`config.mk`:
```
export PLATFORM = sky130hd
export DESIGN_NAME = adc_sample_scheduler_flat
export DESIGN_NICKNAME = d
export VERILOG_FILES = /design/src/rtl/adc_sample_scheduler_if.sv /design/src/rtl/adc_sample_scheduler.sv /design/src/flat_wrapper.sv
export SDC_FILE = /design/constraint.sdc
export NUM_CORES = 1
export LEC_CHECK = 0
export CORE_ASPECT_RATIO = 1.2
export CORE_MARGIN = 5
export CORE_UTILIZATION = 45
export CTS_CLUSTER_DIAMETER = 150
export DETAILED_ROUTE_END_ITERATION = 6
export PLACE_DENSITY = 0.74
export SETUP_SLACK_MARGIN = 0.4
export SLEW_MARGIN = 10
export SYNTH_ARGS = -nofsm -noshare
export SYNTH_HDL_FRONTEND = slang
export SYNTH_SLANG_ARGS = --single-unit
```
`constraint.sdc`:
```
create_clock -name clk_in -period 3.47 [get_ports clk_in]
set_input_delay 0.694 -clock clk_in [delete_from_list [all_inputs] [get_ports clk_in]]
set_output_delay 0.694 -clock clk_in [all_outputs]
set_load 0.02 [all_outputs]
```
`src/rtl/adc_sample_scheduler_if.sv`:
```
// Bundle of client request/response lines and ADC driver handshake for adc_sample_scheduler.
// master = scheduler side, slave = clients plus driver.
interface adc_sample_scheduler_if;
    logic [3:0]  req;
    logic [11:0] req_ch;
    logic [3:0]  gnt;
    logic [3:0]  rsp_valid;
    logic [11:0] rsp_data;
    logic [2:0]  rsp_ch;
    logic        rsp_err;
    logic [7:0]  err_cnt;
    logic        busy;
    logic        adc_start;
    logic [2:0]  adc_ch;
    logic        adc_done;
    logic [15:0] adc_data;

    modport master (
        input  req, req_ch, adc_done, adc_data,
        output gnt, rsp_valid, rsp_data, rsp_ch, rsp_err, err_cnt, busy, adc_start, adc_ch
    );

    modport slave (
        output req, req_ch, adc_done, adc_data,
        input  gnt, rsp_valid, rsp_data, rsp_ch, rsp_err, err_cnt, busy, adc_start, adc_ch
    );
endinterface

```
`src/rtl/adc_sample_scheduler.sv`:
```
// Round-robin arbiter placing single-channel conversion requests onto one shared ADC driver,
// with a WAIT watchdog and an enforced idle gap after every response. All outputs registered.
module adc_sample_scheduler #(
    parameter int NREQ    = 4,
    parameter int TIMEOUT = 2000,
    parameter int GAP     = 4
) (
    input logic                    clk_in,
    input logic                    reset,
    adc_sample_scheduler_if.master bus
);
    localparam int IDX_W = $clog2(NREQ);

    typedef enum logic [2:0] {
        S_IDLE,
        S_ISSUE,
        S_WAIT,
        S_RESP,
        S_GAP
    } state_t;

    state_t           state_q, state_d;
    logic [IDX_W-1:0] ptr_q, ptr_d;
    logic [IDX_W-1:0] idx_q, idx_d;
    logic [2:0]       ch_q, ch_d;
    logic [15:0]      timer_q, timer_d;
    logic [7:0]       gap_q, gap_d;
    logic [11:0]      data_q, data_d;
    logic             err_q, err_d;
    logic [3:0]       gnt_q, gnt_d;
    logic             start_q, start_d;
    logic [3:0]       rsp_valid_q, rsp_valid_d;
    logic [11:0]      rsp_data_q, rsp_data_d;
    logic [2:0]       rsp_ch_q, rsp_ch_d;
    logic             rsp_err_q, rsp_err_d;
    logic [7:0]       err_cnt_q, err_cnt_d;
    logic             busy_q, busy_d;

    logic             found;
    logic [IDX_W-1:0] sel;
    logic [IDX_W-1:0] cand;

    // Upper frame bits carry driver framing and are deliberately dropped.
    logic unused_adc_hi;
    assign unused_adc_hi = ^bus.adc_data[15:12];

    always_comb begin
        state_d     = state_q;
        ptr_d       = ptr_q;
        idx_d       = idx_q;
        ch_d        = ch_q;
        timer_d     = timer_q;
        gap_d       = gap_q;
        data_d      = data_q;
        err_d       = err_q;
        gnt_d       = '0;
        start_d     = 1'b0;
        rsp_valid_d = '0;
        rsp_data_d  = rsp_data_q;
        rsp_ch_d    = rsp_ch_q;
        rsp_err_d   = 1'b0;
        err_cnt_d   = err_cnt_q;
        found       = 1'b0;
        sel         = '0;
        cand        = '0;

        // Search starts just past the last winner so a held request cannot starve others.
        for (int k = 1; k <= NREQ; k++) begin
            cand = IDX_W'((int'(ptr_q) + k) % NREQ);
            if (!found && bus.req[cand]) begin
                found = 1'b1;
                sel   = cand;
            end
        end

        case (state_q)
            S_IDLE: begin
                if (found) begin
                    idx_d   = sel;
                    ptr_d   = sel;
                    ch_d    = bus.req_ch[int'(sel) * 3 +: 3];
                    state_d = S_ISSUE;
                end
            end
            S_ISSUE: begin
                gnt_d   = 4'b0001 << idx_q;
                start_d = 1'b1;
                timer_d = '0;
                state_d = S_WAIT;
            end
            S_WAIT: begin
                if (bus.adc_done) begin
                    data_d  = bus.adc_data[11:0];
                    err_d   = 1'b0;
                    state_d = S_RESP;
                end else if (timer_q == 16'(TIMEOUT - 1)) begin
                    data_d  = '0;
                    err_d   = 1'b1;
                    state_d = S_RESP;
                end else begin
                    timer_d = timer_q + 16'd1;
                end
            end
            S_RESP: begin
                rsp_valid_d = 4'b0001 << idx_q;
                rsp_data_d  = data_q;
                rsp_ch_d    = ch_q;
                rsp_err_d   = err_q;
                if (err_q && (err_cnt_q != 8'hFF)) begin
                    err_cnt_d = err_cnt_q + 8'd1;
                end
                gap_d   = '0;
                state_d = S_GAP;
            end
            S_GAP: begin
                if (gap_q == 8'(GAP - 1)) begin
                    state_d = S_IDLE;
                end else begin
                    gap_d = gap_q + 8'd1;
                end
            end
            default: begin
                state_d = S_IDLE;
            end
        endcase

        busy_d = (state_d != S_IDLE);
    end

    always_ff @(posedge clk_in or posedge reset) begin
        if (reset) begin
            state_q     <= S_IDLE;
            ptr_q       <= IDX_W'(NREQ - 1);
            idx_q       <= '0;
            ch_q        <= '0;
            timer_q     <= '0;
            gap_q       <= '0;
            data_q      <= '0;
            err_q       <= 1'b0;
            gnt_q       <= '0;
            start_q     <= 1'b0;
            rsp_valid_q <= '0;
            rsp_data_q  <= '0;
            rsp_ch_q    <= '0;
            rsp_err_q   <= 1'b0;
            err_cnt_q   <= '0;
            busy_q      <= 1'b0;
        end else begin
            state_q     <= state_d;
            ptr_q       <= ptr_d;
            idx_q       <= idx_d;
            ch_q        <= ch_d;
            timer_q     <= timer_d;
            gap_q       <= gap_d;
            data_q      <= data_d;
            err_q       <= err_d;
            gnt_q       <= gnt_d;
            start_q     <= start_d;
            rsp_valid_q <= rsp_valid_d;
            rsp_data_q  <= rsp_data_d;
            rsp_ch_q    <= rsp_ch_d;
            rsp_err_q   <= rsp_err_d;
            err_cnt_q   <= err_cnt_d;
            busy_q      <= busy_d;
        end
    end

    assign bus.gnt       = gnt_q;
    assign bus.adc_start = start_q;
    assign bus.adc_ch    = ch_q;
    assign bus.rsp_valid = rsp_valid_q;
    assign bus.rsp_data  = rsp_data_q;
    assign bus.rsp_ch    = rsp_ch_q;
    assign bus.rsp_err   = rsp_err_q;
    assign bus.err_cnt   = err_cnt_q;
    assign bus.busy      = busy_q;
endmodule

```
`src/flat_wrapper.sv`:
```
// flat-port wrapper written by rule: the top's interface ports become plain ports
module adc_sample_scheduler_flat 
#(
    parameter int NREQ    = 4,
    parameter int TIMEOUT = 2000,
    parameter int GAP     = 4
)
  (clk_in, reset, bus_req, bus_req_ch, bus_adc_done, bus_adc_data, bus_gnt, bus_rsp_valid, bus_rsp_data, bus_rsp_ch, bus_rsp_err, bus_err_cnt, bus_busy, bus_adc_start, bus_adc_ch);
  adc_sample_scheduler_if bus_i ();
  input logic clk_in;
  input logic reset;
  input wire logic [$bits(bus_i.req)-1:0] bus_req;
  input wire logic [$bits(bus_i.req_ch)-1:0] bus_req_ch;
  input wire logic [$bits(bus_i.adc_done)-1:0] bus_adc_done;
  input wire logic [$bits(bus_i.adc_data)-1:0] bus_adc_data;
  output wire logic [$bits(bus_i.gnt)-1:0] bus_gnt;
  output wire logic [$bits(bus_i.rsp_valid)-1:0] bus_rsp_valid;
  output wire logic [$bits(bus_i.rsp_data)-1:0] bus_rsp_data;
  output wire logic [$bits(bus_i.rsp_ch)-1:0] bus_rsp_ch;
  output wire logic [$bits(bus_i.rsp_err)-1:0] bus_rsp_err;
  output wire logic [$bits(bus_i.err_cnt)-1:0] bus_err_cnt;
  output wire logic [$bits(bus_i.busy)-1:0] bus_busy;
  output wire logic [$bits(bus_i.adc_start)-1:0] bus_adc_start;
  output wire logic [$bits(bus_i.adc_ch)-1:0] bus_adc_ch;
  assign bus_i.req = bus_req;
  assign bus_i.req_ch = bus_req_ch;
  assign bus_i.adc_done = bus_adc_done;
  assign bus_i.adc_data = bus_adc_data;
  assign bus_gnt = bus_i.gnt;
  assign bus_rsp_valid = bus_i.rsp_valid;
  assign bus_rsp_data = bus_i.rsp_data;
  assign bus_rsp_ch = bus_i.rsp_ch;
  assign bus_rsp_err = bus_i.rsp_err;
  assign bus_err_cnt = bus_i.err_cnt;
  assign bus_busy = bus_i.busy;
  assign bus_adc_start = bus_i.adc_start;
  assign bus_adc_ch = bus_i.adc_ch;
  adc_sample_scheduler #(.NREQ(NREQ), .TIMEOUT(TIMEOUT), .GAP(GAP)) u_core (.clk_in(clk_in), .reset(reset), .bus(bus_i));
endmodule
```
## Word level (Yosys, flattened, before mapping)

Index checks and enable logic that the tools add are counted.

- Register bits after elaboration: 81

- Shift-type cells: 2
- Reductions and logical operators: 17
- $add $sub $neg: 7
- Equal/unequal tests: 10
- $lt $le $gt $ge: 4
- Multipliers: 1
- Muxes and demuxes: 34

Operator list:

| kind | number |
|---|---|
| 16-bit two-way mux | 2 |
| 16-bit one-hot mux with 2 select lines | 1 |
| 12-bit by 32-bit variable part select with 3-bit output | 1 |
| 12-bit two-way mux | 2 |
| 16-bit by 1-bit adder with 16-bit output, second input constant | 1 |
| 8-bit by 1-bit adder with 8-bit output, second input constant | 2 |
| 16-bit by 11-bit equality test with 1-bit output, second input constant | 1 |
| 8-bit one-hot mux with 2 select lines | 1 |
| 3-bit one-hot mux with 5 select lines | 1 |
| 2-bit by 3-bit less-than comparator with 1-bit output, second input constant | 4 |
| 1-bit two-way mux | 12 |
| 3-bit two-way mux | 4 |
| 1-bit binary-select mux with 2-bit select | 4 |
| 8-bit by 2-bit equality test with 1-bit output, second input constant | 1 |
| 2-bit two-way mux | 4 |
| 4-bit two-way mux | 2 |
| 8-bit two-way mux | 1 |
| 8-bit inequality test, second input constant | 1 |
| 2-bit AND reduction | 4 |
| 3-bit by 2-bit equality test with 1-bit output, second input constant | 2 |
| 2-bit inequality test, second input constant | 3 |
| 2-bit nonzero test | 3 |
| 2-bit by 1-bit adder with 2-bit output, second input constant | 2 |
| 2-bit adder, second input constant | 2 |
| 9 further kinds | 14 |

## Depth between registers and ports, before layout

Gate-level depths: netlist of the first run.

- Depth in word-level cells: 16
- Depth in mapped cells: 7
- Depth with buffers taken out: 6

## Worst setup path before layout of the first run

No wires, ideal clock.

- Kind: in2reg
- Start: input bus_req[0]
- End: register u_core.ch_q[2], in the netlist u_core.bus.adc_ch[2]
- Arrival time: 1.891 ns
- Setup slack: 1.453 ns
- Setup time: 0.126 ns
- Stages: 6
- Cell sequence: and2b_1 -> a21oi_1 -> o221a_1 -> buf_6 -> mux2_4 -> a221o_1

- Word-level cells in the longest chain between the ends: 14
- Elaborated cells on any way between the ends: 25
- Those cells by class: 1 x mul; 1 x shift; 16 x mux; 7 x reduce/logical

RTL lines:

| element | RTL line | text |
|---|---|---|
| start, declared | flat_wrapper.sv:12 | `input wire logic [$bits(bus_i.req)-1:0] bus_req;` |
| 1-bit binary-select mux with 2-bit select | adc_sample_scheduler.sv:70 | `if (!found && bus.req[cand]) begin` |
| 1-bit two-way mux (not written as such) | adc_sample_scheduler.sv:70 |  |
| 1-bit two-way mux | adc_sample_scheduler.sv:70 |  |
| 1-bit zero test | adc_sample_scheduler.sv:70 |  |
| 1-bit logical AND | adc_sample_scheduler.sv:70 |  |
| 1-bit two-way mux | adc_sample_scheduler.sv:70 |  |
| 1-bit zero test | adc_sample_scheduler.sv:70 |  |
| 1-bit logical AND | adc_sample_scheduler.sv:70 |  |
| 1-bit two-way mux | adc_sample_scheduler.sv:70 |  |
| 1-bit zero test | adc_sample_scheduler.sv:70 |  |
| 1-bit logical AND | adc_sample_scheduler.sv:70 |  |
| 2-bit two-way mux | adc_sample_scheduler.sv:70 |  |
| 2-bit by 2-bit multiplier with 4-bit output | adc_sample_scheduler.sv:81 | `ch_d = bus.req_ch[int'(sel) * 3 +: 3];` |
| 12-bit by 32-bit variable part select with 3-bit output | adc_sample_scheduler.sv:81 |  |
| end signal, assigned | adc_sample_scheduler.sv:152 | `ch_q <= ch_d;` |
| end, declared | adc_sample_scheduler.sv:25 | `logic [2:0] ch_q, ch_d;` |

Parallel ways exist; a longest one is shown, timed or not. The select of a mux whose other input is x is not followed.
A chain may end at the register's enable or synchronous reset.

## Final worst setup path of the first run

Same ends and word-level chain as after synthesis.

==> impl_metrics.json, run 1 <==
{
  "die-width_um": 91.9,
  "antenna_found_initial": 0,
  "synth_top_area_frac": 0.546,
  "dp_hpwl_mm": 5.53,
  "final-max-slew-violation-count": 0,
  "reg2reg_slack_ps": 1520,
  "postCtsSetupBuffers": 0,
  "critPathKind": "input pin to register",
  "ant_nets": 0,
  "crit_fanout": 8,
  "syn_to_final_growth_pct": 26.3,
  "drt_iter0_drc": 142,
  "nNetsFinal": 461,
  "ys_warn_count": 0,
  "clockBufferDepth": 2,
  "wl_met2_mm": 3.81,
  "worst-slew-pin-transition_ps": 625,
  "placed_area_um2": 4390,
  "wl_per_cell_um": 15.0,
  "synth_ff_type": "dfrtp_1",
  "rsz0062_at_grt": "no",
  "syn_nets": 391,
  "std_cell_rows": 35,
  "grt_pass1_wl_mm": 12.9,
  "clkTransAtPathRegs_ps": 90,
  "yosys-top-cells-area": "dfrtp_1 55%, nand2_1 7.0%, nor2_1 3.6%",
  "fin_util": 0.590,
  "tns_ps": 0,
  "drive_gt1_frac": 0.0818,
  "synthesis.area_um2": 3620,
  "design.core.area_um2": 7750,
  "worstHoldPathType": "register to register",
  "fin_ws_ps": 1130,
  "cts_root_buffer": "clkbuf_8",
  "p_comb_frac": 0.367,
  "powerDensity_nw_per_um2": 708,
  "numCtsBuffers": 9,
  "fillers": 656,
  "yosysMostFrequentCell": "dfrtp_1",
  "finalWirelength_mm": 7.81,
  "grt_pass1_vias": 2669,
  "worstPathArrival_ps": 2590,
  "ir_drop_v": 0.000552,
  "finalPower_mw": 3.24,
  "power_frac_clock": 0.202,
  "drt_pass1_iterations": 4,
  "drv_cap": 0,
  "ios": 72,
  "syn_inst": 353,
  "vias": 2803,
  "hold_violations": 0,
  "fin_worst_skew_ps": 13.7,
  "wl_met3_um": 356,
  "fin_area_um2": 4570,
  "p_leak_nw": 2.08,
  "gp_congestion": 0.870,
  "cts_max_level": 3,
  "synth_top_area_cell": "dfrtp_1",
  "maxSlewHeadroom": 0.581,
  "critPathLaunchType": "input pin",
  "via_per_inst": 5.39,
  "swShare": 0.377,
  "met1Wirelength_mm": 3.50,
  "dp_slack_ps": 763,
  "antenna_cells": 0,
  "switchingPower_mw": 1.22,
  "cellInternalPower_mw": 2.02,
  "finalCriticalPeriod_ps": 2340,
  "die_y_um": 108,
  "cp-end-kind": "register",
  "initial_core_util": 0.467,
  "seq_power_share": 0.431,
  "drc": 0,
  "maxUsedRoutingLayer": "met4",
  "worstPathRequired_ps": 3720,
  "grt_max_degree": 31,
  "yosys-top-cells-count": "79 x dfrtp_1, 68 x nand2_1, 35 x nor2_1, 16 x nand3_1, 15 x xor2_1",
  "outcome": "finished clean",
  "clk_latency_ps": 360,
  "fin_cells": 520,
  "synth_edf_count": 0,
  "place_inst": 504,
  "grt_overflow": 0,
  "hold_slack_ps": 472,
  "syn_avg_cell_area_um2": 10.3,
  "portBuffers": 67,
  "clock-sinks": 81,
  "seq_area_frac_synth": 0.560,
  "dieArea_um2": 9950,
  "cts_resized": 0,
  "grt_usage": 0.163,
  "hold_buffers": 0,
  "ys_ff_latch": 81,
  "finalSetupViolCount": 0,
  "synthArstFlopShare": 1.00,
  "synth_cell_types": 53,
  "fmaxAchievable_ghz": 0.428,
  "tritoncts": "yes",
  "min_period_over_period": 0.673
}
-- layout make-up --
type	instances	area [µm²]	share of cell area
Clock buffer	10	138	0.0301
Clock inverter	6	50.0	0.0109
Inverter	8	31.3	0.00684
Multi-Input combinational cell	250	1490	0.327
Sequential cell	81	2030	0.444
Tap cell	92	115	0.0252
Timing Repair Buffer	73	716	0.156
-- sequential cells by signal, indices dropped and copies added, names as in the netlist, 2 cells and up --
register              flops
u_core.timer_q           16
u_core.bus.rsp_data      12
u_core.data_q            12
u_core.bus.err_cnt        8
u_core.gap_q              8
u_core.bus.gnt            4
u_core.bus.rsp_valid      4
u_core.bus.adc_ch         3
u_core.bus.rsp_ch         3
u_core.state_q            3
u_core.idx_q              2
u_core.ptr_q              2
-- power groups by stage --
stage                     Combinational (mW)  Sequential (mW)  Clock [mW]
after global placement                  1.17             1.40           0
final                                   1.19             1.40       0.654
after CTS                               1.20             1.39       0.667
after floorplan                        0.653             1.49           0
after global routing                    1.30             1.43       0.717
after detailed placement                1.20             1.41           0
-- path summary, 6_finish.rpt --
path	startpoint	end	cells after the start
hold reg to reg	u_core.data_q[11]	u_core.bus.rsp_data[11]	2
min in group asynchronous	reset	u_core.bus.rsp_data[5]	2
hold / removal	u_core.data_q[11]	u_core.bus.rsp_data[11]	2
setup / recovery	bus_req[0]	u_core.bus.adc_ch[2]	7
setup reg to reg	u_core.state_q[2]	u_core.bus.adc_ch[1]	4
max in group asynchronous	reset	u_core.ptr_q[1]	3
-- worst max-delay path, stage by stage --
cell,delay [ps]
clkdlybuf4s50_1,560
and2b_1,210
a21oi_1,110
o221a_1,190
buf_4,180
mux2_4,310
a221o_1,320
-- kinds of logic after synthesis --
| group | share of synthesized area |
|---|---|
| AO/OA/AOI/OAI | 0.100 |
| XOR/XNOR | 0.0508 |
| adder cells (fa/ha/maj) | 0.0104 |
| buffers and inverters | 0.0294 |
| flip-flops | 0.560 |
| multiplexers | 0.0269 |
| AND/OR/NAND/NOR | 0.222 |
-- metal layers --
layer,vias up,GRT usage
li1,1361,-
met1,1363,0.215
met2,68,0.260
met3,11,0.0404
met4,0,0.0669
met5,-,0
-- layout by cell type (no fill, tap or decap), types with 3 or more instances in the layout --
master           netlist  layout
nor3_1                 8       8
a31oi_1                3       3
nor2_1                35      35
a21oi_1                9       9
xnor2_1                6       6
mux2i_1                6       6
buf_4                  1       6
a22o_1                13      13
dfrtp_1               79      79
and3_1                 4       4
o21ai_0                7       7
ha_1                   3       3
nor4_1                 3       3
nand2_1               68      68
nand2b_1               5       5
xor2_1                15      15
clkbuf_8               0      10
nor3b_1                5       5
nand4_1                7       7
nand3_1               16      16
or3_1                  6       6
inv_1                  8       7
clkdlybuf4s50_1        0      67
Power figures use the tool's default switching activity.
==> run 2: changes to the inputs <==
==> constraint.sdc (replaced) <==
create_clock -name clk_in -period 2.25 [get_ports clk_in]
set_input_delay 0.45 -clock clk_in [delete_from_list [all_inputs] [get_ports clk_in]]
set_output_delay 0.45 -clock clk_in [all_outputs]
set_load 0.02 [all_outputs]
==> run 2 against run 1 <==
  * Utilization up 2.7 points
  * Via count up 1.8%
  * Non-clock buffer count up 10
  * First-iteration DRC count up 11%
  * Largest cell class unchanged
  * Critical endpoint is now bus_adc_ch[1]
  * Clock skew up 2.1 ps
  * Highest routed layer unchanged
  * Worst setup slack worse by 680 ps
==> impl_metrics.json, run 2 (synthesis gave the netlist of run 1 again) <==
{
  "outcome": "finished clean",
  "worstHoldPathType": "register to register",
  "tritoncts": "yes",
  "grt_util_met3": 0.0445,
  "finalPower_mw": 5.30,
  "busiest_layer": "met2",
  "worstPathArrival_ps": 1350,
  "clk_latency_ps": 360,
  "placed_area_um2": 4480,
  "nNetsFinal": 471,
  "drt_iter0_drc": 158,
  "vias": 2854,
  "ant_nets": 0,
  "grt_pass1_wl_mm": 13.6,
  "design.core.area_um2": 7750,
  "ir_drop_v": 0.000565,
  "fmaxAchievable_ghz": 0.556,
  "max_stage_delay_ps": 630,
  "die_y_um": 108,
  "antenna_cells": 0,
  "hold_slack_ps": 479,
  "cts_max_level": 3,
  "worst-slew-pin-transition_ps": 539,
  "gr-usage-met2": 0.288,
  "hold_buffers": 0,
  "std_cell_rows": 35,
  "drv_cap": 0,
  "fin_ws_ps": 452,
  "clock-sinks": 81,
  "path_cells": "clkdlybuf4s50_1",
  "die-width_um": 91.9,
  "finalWirelength_mm": 8.21,
  "p_leak_nw": 2.27,
  "grt_max_degree": 82,
  "clkTransAtPathRegs_ps": 90,
  "drc": 0,
  "ios": 72,
  "critPathKind": "register to output pin",
  "grt_usage": 0.172,
  "r2r-end": "u_core.timer_q[1]",
  "ff2ff_path_depth": 6,
  "reg2reg_slack_ps": 460,
  "finalCriticalPeriod_ps": 1800,
  "crit_fanout": 3,
  "fin_worst_skew_ps": 15.8,
  "layout_common_cells": "75 x dfrtp_1, 68 x nand2_1, 55 x clkdlybuf4s50_1",
  "via_per_inst": 5.38,
  "min_from": "u_core.data_q[7]",
  "numCtsBuffers": 9,
  "powerDensity_nw_per_um2": 1110,
  "syn_to_final_growth_pct": 32.0,
  "finalSetupViolCount": 0,
  "final-max-slew-violation-count": 0,
  "cp-end-kind": "output pin",
  "largest_reg_flops": 16,
  "slowest_stage": "clkdlybuf4s50_1",
  "antenna_found_initial": 0,
  "grt_overflow": 0,
  "reg2reg_from": "u_core.timer_q[4]",
  "fin_area_um2": 4780,
  "min_path_cells": 2,
  "dp_hpwl_mm": 5.61,
  "cts_root_buffer": "clkbuf_8",
  "worstPathRequired_ps": 1800,
  "drive_gt1_frac": 0.130,
  "portBuffers": 67,
  "drt_pass1_iterations": 4,
  "grt_pass1_vias": 2944,
  "wl_per_cell_um": 15.5,
  "path_buf_inv": 1,
  "cp-startpoint": "u_core.bus.adc_ch[1]",
  "gp_congestion": 0.869,
  "min_to": "u_core.bus.rsp_data[7]",
  "rsz0062_at_grt": "yes",
  "min_period_over_period": 0.799,
  "critPathLaunchType": "register",
  "initial_core_util": 0.467,
  "regMostFlops": "u_core.timer_q",
  "dieArea_um2": 9950,
  "path_depth": 1,
  "hold_violations": 0,
  "cpLargestDelayFamily": "buffers and inverters",
  "maxSlewHeadroom": 0.641,
  "dp_slack_ps": -7.29,
  "clockBufferDepth": 2,
  "final_common_cell": "dfrtp_1",
  "grtUsageMet1": 0.219
}
==> run 2: cell type report <==
class                           count  area, µm²
Clock buffer                       11        141
Clock inverter                      5       86.3
Fill cell                         630       2970
Inverter                            8       33.8
Multi-Input combinational cell    250       1560
Sequential cell                    81       2030
Tap cell                           92        115
Timing Repair Buffer               83        815
==> run 2: worst max-delay path by stage <==
| stage | slack (ps) | to |
|---|---|---|
| 3_5_place_dp | -7 | u_core.bus.adc_ch[2] |
| 5_1_grt | 370 | u_core.timer_q[1] |
| 2_1_floorplan | 400 | u_core.bus.adc_ch[2] |
| 6_report | 450 | bus_adc_ch[1] |
| 3_3_place_gp | 10 | u_core.bus.adc_ch[2] |
| 4_1_cts | 390 | u_core.timer_q[1] |
==> run 2: what timing repair did <==
action | in CTS | in global routing
cloned | 0 | 0
endpoints found under the setup margin | 12 | 38
endpoints found under the hold margin | 0 | 0
buffers inserted | 0 | 0
gates resized for setup | 6 | 21
pin swaps | 1 | 4
==> run 2: per-layer routing <==
metal	vias to the layer above	share of wire	routed length, µm
li1	1375	-	-
met1	1412	0.45	3680
met2	56	0.50	4120
met3	11	0.037	303
met4	0	0.013	104
met5	-	0	0
==> run 2: through the flow <==
step,setup TNS (ps),std cells,util
2_1_floorplan,0,353,-
3_3_place_gp,0,514,0.577
3_5_place_dp,-7.29,514,0.577
4_1_cts,0,530,0.607
5_1_grt,0,530,0.617
6_report,0,530,0.617
==> run 2: worst register-to-register path: cells and delay by family (launching register included) <==
kind | cells | cell delay (ps)
AO/OA/AOI/OAI | 1 | 260
buffers and inverters | 1 | 190
flip-flops | 1 | 470
AND/OR/NAND/NOR | 4 | 760
==> run 2: report_power, final <==
part | switching (mW) | internal, mW | total, mW | leakage (nW)
clock | 0.543 | 0.664 | 1.21 | 0.114
sequential | 0.316 | 1.85 | 2.17 | 1.06
combinational | 1.04 | 0.886 | 1.93 | 1.09
